**src/rtl/vex_bus_arbiter.sv**
```systemverilog
// N-master to 1-slave simple-bus arbiter with in-order read response routing.
// Define VEX_ARB_FIXED_PRIO_EN for fixed lowest-index-wins priority instead of round-robin.
module vex_bus_arbiter #(
   parameter int unsigned NUM_PORTS       = 2,
   parameter int unsigned ADDR_W          = 32,
   parameter int unsigned DATA_W          = 32,
   parameter int unsigned MAX_OUTSTANDING = 4
) (
   input  logic                                  clk,
   input  logic                                  reset,
   input  logic [NUM_PORTS-1:0]                  m_cmd_valid,
   output logic [NUM_PORTS-1:0]                  m_cmd_ready,
   input  logic [NUM_PORTS-1:0]                  m_cmd_wr,
   input  logic [NUM_PORTS*ADDR_W-1:0]           m_cmd_address,
   input  logic [NUM_PORTS*DATA_W-1:0]           m_cmd_data,
   input  logic [NUM_PORTS*DATA_W/8-1:0]         m_cmd_mask,
   input  logic [NUM_PORTS*2-1:0]                m_cmd_size,
   output logic [NUM_PORTS-1:0]                  m_rsp_valid,
   output logic [DATA_W-1:0]                     m_rsp_data,
   output logic                                  m_rsp_error,
   output logic                                  s_cmd_valid,
   input  logic                                  s_cmd_ready,
   output logic                                  s_cmd_wr,
   output logic [ADDR_W-1:0]                     s_cmd_address,
   output logic [DATA_W-1:0]                     s_cmd_data,
   output logic [DATA_W/8-1:0]                   s_cmd_mask,
   output logic [1:0]                            s_cmd_size,
   input  logic                                  s_rsp_valid,
   input  logic [DATA_W-1:0]                     s_rsp_data,
   input  logic                                  s_rsp_error,
   output logic [$clog2(MAX_OUTSTANDING):0]      outstanding,
   output logic                                  orphan_rsp
);

   localparam int unsigned IDX_W  = (NUM_PORTS > 1) ? $clog2(NUM_PORTS) : 1;
   localparam int unsigned PTR_W  = $clog2(MAX_OUTSTANDING);
   localparam int unsigned CNT_W  = PTR_W + 1;
   localparam int unsigned MASK_W = DATA_W / 8;

   typedef enum logic {
      ST_OPEN,
      ST_LOCKED
   } state_t;

   state_t               state_q, state_d;
   logic [IDX_W-1:0]     lock_idx_q, lock_idx_d;
   logic [IDX_W-1:0]     winner;
   logic [IDX_W-1:0]     grant;
   logic                 found;
   logic                 any_valid;
   logic                 accept;
   logic                 push;
   logic                 pop;
   logic                 fifo_empty;

   logic [IDX_W-1:0]     fifo_q [MAX_OUTSTANDING];
   logic [PTR_W-1:0]     wr_ptr_q, wr_ptr_d;
   logic [PTR_W-1:0]     rd_ptr_q, rd_ptr_d;
   logic [CNT_W-1:0]     count_q, count_d;
   logic                 full_q, full_d;
   logic                 orphan_q, orphan_d;
   logic [IDX_W-1:0]     rsp_head;

`ifdef VEX_ARB_FIXED_PRIO_EN
   always_comb begin
      winner = '0;
      found  = 1'b0;
      for (int unsigned i = 0; i < NUM_PORTS; i++) begin
         if (!found && m_cmd_valid[i]) begin
            winner = IDX_W'(i);
            found  = 1'b1;
         end
      end
   end
`else
   logic [IDX_W-1:0]     rr_q, rr_d;
   int unsigned          rr_idx;

   // Scan from rr upward, wrapping, and take the first requester.
   always_comb begin
      winner = '0;
      found  = 1'b0;
      rr_idx = 0;
      for (int unsigned off = 0; off < NUM_PORTS; off++) begin
         rr_idx = off + 32'(rr_q);
         if (rr_idx >= NUM_PORTS) begin
            rr_idx = rr_idx - NUM_PORTS;
         end
         if (!found && m_cmd_valid[rr_idx]) begin
            winner = IDX_W'(rr_idx);
            found  = 1'b1;
         end
      end
   end

   always_comb begin
      rr_d = rr_q;
      if (accept) begin
         rr_d = (grant == IDX_W'(NUM_PORTS - 1)) ? '0 : grant + 1'b1;
      end
   end

   always_ff @(posedge clk or negedge reset) begin
      if (!reset) begin
         rr_q <= '0;
      end else begin
         rr_q <= rr_d;
      end
   end
`endif

   assign any_valid   = |m_cmd_valid;
   assign s_cmd_valid = any_valid & ~full_q;
   assign accept      = s_cmd_valid & s_cmd_ready;

   // A stalled grant is frozen so the slave payload cannot change mid-handshake.
   always_comb begin
      state_d    = state_q;
      lock_idx_d = lock_idx_q;
      grant      = winner;
      case (state_q)
         ST_OPEN: begin
            if (s_cmd_valid && !s_cmd_ready) begin
               state_d    = ST_LOCKED;
               lock_idx_d = winner;
            end
         end
         ST_LOCKED: begin
            grant = lock_idx_q;
            if (!s_cmd_valid || s_cmd_ready) begin
               state_d = ST_OPEN;
            end
         end
         default: begin
            state_d = ST_OPEN;
         end
      endcase
   end

   always_ff @(posedge clk or negedge reset) begin
      if (!reset) begin
         state_q    <= ST_OPEN;
         lock_idx_q <= '0;
      end else begin
         state_q    <= state_d;
         lock_idx_q <= lock_idx_d;
      end
   end

   assign s_cmd_wr      = m_cmd_wr[grant];
   assign s_cmd_address = m_cmd_address[grant*ADDR_W +: ADDR_W];
   assign s_cmd_data    = m_cmd_data[grant*DATA_W +: DATA_W];
   assign s_cmd_mask    = m_cmd_mask[grant*MASK_W +: MASK_W];
   assign s_cmd_size    = m_cmd_size[grant*2 +: 2];

   always_comb begin
      m_cmd_ready = '0;
      for (int unsigned i = 0; i < NUM_PORTS; i++) begin
         m_cmd_ready[i] = accept && (grant == IDX_W'(i));
      end
   end

   assign fifo_empty = (count_q == '0);
   assign push       = accept & ~s_cmd_wr;
   assign pop        = s_rsp_valid & ~fifo_empty;
   assign rsp_head   = fifo_q[rd_ptr_q];

   always_comb begin
      wr_ptr_d = wr_ptr_q;
      rd_ptr_d = rd_ptr_q;
      count_d  = count_q;
      orphan_d = orphan_q;
      if (push) begin
         wr_ptr_d = wr_ptr_q + 1'b1;
      end
      if (pop) begin
         rd_ptr_d = rd_ptr_q + 1'b1;
      end
      case ({push, pop})
         2'b10:   count_d = count_q + 1'b1;
         2'b01:   count_d = count_q - 1'b1;
         default: count_d = count_q;
      endcase
      if (s_rsp_valid && fifo_empty) begin
         orphan_d = 1'b1;
      end
   end

   // Full is registered: a pop while full only reopens commands next cycle.
   assign full_d = (count_d == CNT_W'(MAX_OUTSTANDING));

   always_ff @(posedge clk or negedge reset) begin
      if (!reset) begin
         wr_ptr_q <= '0;
         rd_ptr_q <= '0;
         count_q  <= '0;
         full_q   <= 1'b0;
         orphan_q <= 1'b0;
         for (int unsigned i = 0; i < MAX_OUTSTANDING; i++) begin
            fifo_q[i] <= '0;
         end
      end else begin
         wr_ptr_q <= wr_ptr_d;
         rd_ptr_q <= rd_ptr_d;
         count_q  <= count_d;
         full_q   <= full_d;
         orphan_q <= orphan_d;
         if (push) begin
            fifo_q[wr_ptr_q] <= grant;
         end
      end
   end

   always_comb begin
      m_rsp_valid = '0;
      if (pop) begin
         m_rsp_valid[rsp_head] = 1'b1;
      end
   end

   assign m_rsp_data  = s_rsp_data;
   assign m_rsp_error = s_rsp_error;
   assign outstanding = count_q;
   assign orphan_rsp  = orphan_q;

endmodule
```
**config.mk**
```make
export PLATFORM = sky130hd
export DESIGN_NAME = vex_bus_arbiter
export DESIGN_NICKNAME = d
export VERILOG_FILES = /design/src/rtl/vex_bus_arbiter.sv
export SDC_FILE = /design/constraint.sdc
export NUM_CORES = 1
export LEC_CHECK = 0
export BUFFER_PORTS_ARGS = -buffer_cell sky130_fd_sc_hd__buf_2
export CAP_MARGIN = 20
export CELL_PAD_IN_SITES_DETAIL_PLACEMENT = 1
export CELL_PAD_IN_SITES_GLOBAL_PLACEMENT = 2
export CORE_MARGIN = 2
export CORE_UTILIZATION = 10
export DETAILED_ROUTE_END_ITERATION = 12
export GPL_TIMING_DRIVEN = 0
export PLACE_DENSITY = 0.79
export SETUP_SLACK_MARGIN = 0.3
export SYNTH_ARGS = -nofsm -noshare
export SYNTH_HDL_FRONTEND = slang
export SYNTH_SLANG_ARGS = --single-unit
```
**constraint.sdc**
```tcl
create_clock -name clk -period 2.3 [get_ports clk]
set_input_delay 0.46 -clock clk [delete_from_list [all_inputs] [get_ports clk]]
set_output_delay 0.46 -clock clk [all_outputs]
set_load 0.005 [all_outputs]
```
==> out/results.ini <==
[die]
number_of_top_level_pins = 294
area_enclosed_by_the_die_boundary_sq_mm = 0.0210
initial_utilization_pct = 10.2
core_region_area_sq_mm = 0.0195
rows = 51
die_height_um = 145
floorplan.die.width_um = 145

[clock_network]
h-tree-depth = 1
worst_setup_hold_path_clk_slew_ns = 0.05
worstSkewPairLatency_ns = 0.25
ctsHoldBuffers = 0
tritoncts = yes
cts_sinks = 16
cts-root-to-sink-buffers = 2
tritoncts.num_buffers = 3
cts.root.buffer_cell = sky130_fd_sc_hd__clkbuf_16

[setup_path]
critical_path_class = register to primary output
timing.critical_path.fanout_max = 6
regToRegSetupSlack_ns = -0.03
timing.critical_path.from_type = register
worst-endpoint-arrival_ns = 1.87
worst_r2r_startpoint = rr_q$_DFFE_PN0N_
regToRegEndpoint = full_q$_DFF_PN0_
number_of_cells_on_the_worst_reg_to_reg_path = 12
setup.worst_path.end_class = primary output
cp-startpoint = rr_q$_DFFE_PN0N_
critPathRequiredTime_ns = 1.84

[timing]
final.setup.worst_slack_ns = -0.0316
timing_worst_slew_pin_value_ns = 0.372
final.setup_skew_ns = 0.00447
drv_slew = 0
hold_viol_final = 0
finalSetupTns_ns = -0.272
hold-worst-slack_ns = 0.121
setup_viol = 13
final_min_period_over_clock_period_pct = 101
slew_headroom_pct = 75.2
finalWorstPathRequiredPeriod_ns = 2.33
setup_repair_after_global_routing_missed_its_margin = yes
max_freq_mhz = 429

[cells_and_area]
fin_nets = 829
antenna-diode-count = 0
syn2layout_area_growth_pct = 152
layout_cell_share_with_drive_strength_beyond_1_pct = 72.9
post_layout_nonfiller_instances = 906

[run_status]
violations = negative setup slack
outcome = complete, but fails checks

[placed_design]
dp.final_hpwl_mm = 9.37
port-buffer-count = 260
dpl.cell_count = 869
gp_routability_congestion = 0.686

[synthesis]
synth.cells.most_frequent = sky130_fd_sc_hd__nand2_1 (216), sky130_fd_sc_hd__buf_4 (33), sky130_fd_sc_hd__dfrtp_1 (16), sky130_fd_sc_hd__clkbuf_1 (10), sky130_fd_sc_hd__inv_1 (10)
synthesis.area_sq_mm = 0.00198
seq_area_frac_synth_pct = 20.2
post_synth_num_cell_types = 29
synthesis.area_per_instance_sq_um = 5.76
synthTopCellsByArea = sky130_fd_sc_hd__nand2_1 (41%), sky130_fd_sc_hd__dfrtp_1 (20%), sky130_fd_sc_hd__buf_4 (12%)
async_flop_share_pct = 100
synth_top_flop_cell = sky130_fd_sc_hd__dfrtp_1
yosys.area.top_type_share_pct = 40.9
netlist_instances = 344
synth.ff_latch_count = 16
syn_nets = 531
yosysWarningCount = 0
synthDominantAreaCellType = sky130_fd_sc_hd__nand2_1
synth_enable_flop_cells = 0
synthMostInstantiatedCell = sky130_fd_sc_hd__nand2_1

[drt]
drt-total-wl_mm = 12.4
vias = 3284
drt-pass1-iter-count = 4
post_drt_via_cell_ratio = 3.62
drt_first_iter_violations = 63
ant_nets = 0
post_drt_wl_per_cell_um = 13.6
remaining_routing_drc_violations = 0

[grt]
first_pass_grt_wire_length_mm = 16.7
grt_remaining_overflow = 0
track_usage_pct = 10.2
antenna_found_initial = 0
via_count_of_the_first_global_routing_pass = 3242
pin_count_of_the_biggest_net_entering_global_routing = 17

[power]
power_leakage_uw = 0.00286
vdd.ir_drop.worst_mv = 0.234
p_per_area_mw_per_mm2 = 734
total_power_uw = 3680

[flow_run]
max_cap_viol_count = 0

[min_path]
min-delay-path-class = input pin to asynchronous set/reset pin

[flip-flops by register name, indices dropped and copies added (netlist names)]
signal	cells
state_q	1
lock_idx_q	1
orphan_rsp	1
full_q	1
rr_q	1
fifo_q	4
wr_ptr_q	2
outstanding	3
rd_ptr_q	2
[repair_timing]
item | 4_1_cts | 5_1_grt
cloned | 9 | 2
gates resized for setup | 182 | 52
setup buffers | 15 | 7
pin swaps | 94 | 4
setup endpoints to repair | 75 | 78
[critical path, stage by stage, from the launching register on]
cell and delay (ns):
sky130_fd_sc_hd__dfrtp_1 0.38, sky130_fd_sc_hd__nand2b_4 0.17, sky130_fd_sc_hd__a22o_4 0.23, sky130_fd_sc_hd__buf_6 0.13, sky130_fd_sc_hd__buf_6 0.11, sky130_fd_sc_hd__buf_12 0.14, sky130_fd_sc_hd__buf_6 0.11, sky130_fd_sc_hd__buf_8 0.12
sky130_fd_sc_hd__nand2_2 0.05, sky130_fd_sc_hd__nand2_1 0.04, sky130_fd_sc_hd__buf_2 0.12
[report_power, final]
group	leakage, uW	internal, uW	total (uW)	switching, uW
registers	0.000177	403	511	108
logic	0.00264	1510	2790	1270
clock network	0.0000442	264	379	114
total	0.00286	2180	3680	1490
[cells in the final DEF, fill, tap and decap left out, types with 2 or more instances in the layout]
cell type | netlist | routed
sky130_fd_sc_hd__buf_2 | 6 | 244
sky130_fd_sc_hd__nand2_1 | 216 | 112
sky130_fd_sc_hd__nand2_2 | 0 | 74
sky130_fd_sc_hd__buf_4 | 33 | 40
sky130_fd_sc_hd__buf_6 | 1 | 32
sky130_fd_sc_hd__nand2_4 | 0 | 30
sky130_fd_sc_hd__dfrtp_1 | 16 | 15
sky130_fd_sc_hd__clkbuf_16 | 0 | 11
sky130_fd_sc_hd__inv_1 | 10 | 9
sky130_fd_sc_hd__o21ai_0 | 8 | 8
sky130_fd_sc_hd__buf_12 | 0 | 6
sky130_fd_sc_hd__buf_8 | 0 | 5
sky130_fd_sc_hd__xnor2_1 | 4 | 4
sky130_fd_sc_hd__clkbuf_8 | 0 | 4
sky130_fd_sc_hd__a31oi_1 | 4 | 4
sky130_fd_sc_hd__nand3_1 | 4 | 4
sky130_fd_sc_hd__ha_1 | 5 | 4
sky130_fd_sc_hd__buf_16 | 0 | 4
sky130_fd_sc_hd__nor2_1 | 4 | 2
sky130_fd_sc_hd__xor2_1 | 2 | 2
sky130_fd_sc_hd__nor2_4 | 0 | 2
sky130_fd_sc_hd__and2_1 | 2 | 2
sky130_fd_sc_hd__nor2b_1 | 3 | 2
sky130_fd_sc_hd__a21o_1 | 2 | 2
[per-layer routing]
metal	wire, um	global-route usage (%)	vias up
met5	0	0	-
met4	114	1.38	0
met3	1020	1.09	8
met2	6730	20.6	166
met1	4490	11.7	1487
li1	-	-	1623
[layout make-up]
type	count	area, sq um
fillers	2424	14500
inverters	10	37.5
clock buffers	4	88.8
well taps	265	332
plain buffers	50	527
multi-input cells	268	1710
flip-flops and latches	16	402
repair buffers	293	1910
[worst max-delay path by stage]
stage                             endpoint  slack (ns)  cells after the start
after floorplan           full_q$_DFF_PN0_        0.07                     11
after global placement      s_cmd_data[29]       -0.56                      8
after detailed placement    s_cmd_data[29]       -0.59                      8
after CTS                 full_q$_DFF_PN0_       -0.03                     12
after global routing      full_q$_DFF_PN0_       -0.19                     11
final                        s_cmd_data[0]       -0.03                     10
[stage by stage]
| step | setup WS (ns) | area (sq um) | util (%) |
|---|---|---|---|
| after floorplan | 0.0667 | 2030 | - |
| after global placement | -0.556 | 3660 | 18.8 |
| after detailed placement | -0.594 | 3660 | 18.8 |
| after CTS | -0.0279 | 4690 | 24.1 |
| after global routing | -0.186 | 5010 | 25.7 |
| final | -0.0316 | 5010 | 25.7 |
[cell families (layout without fill, tap and decap cells)]
group                    count (synthesis)  count (layout)  share of synthesized area (%)
flip-flops                              16              16                           20.2
XOR/XNOR                                 6               6                           2.65
multiplexers                             4               4                           2.71
AND/OR/NAND/NOR                        233             233                           45.5
buffers and inverters                   60             357                           18.4
adder cells (fa/ha/maj)                  6               6                           4.16
AO/OA/AOI/OAI                           19              19                           6.44
Note: power is estimated with default switching activity, not from simulation.
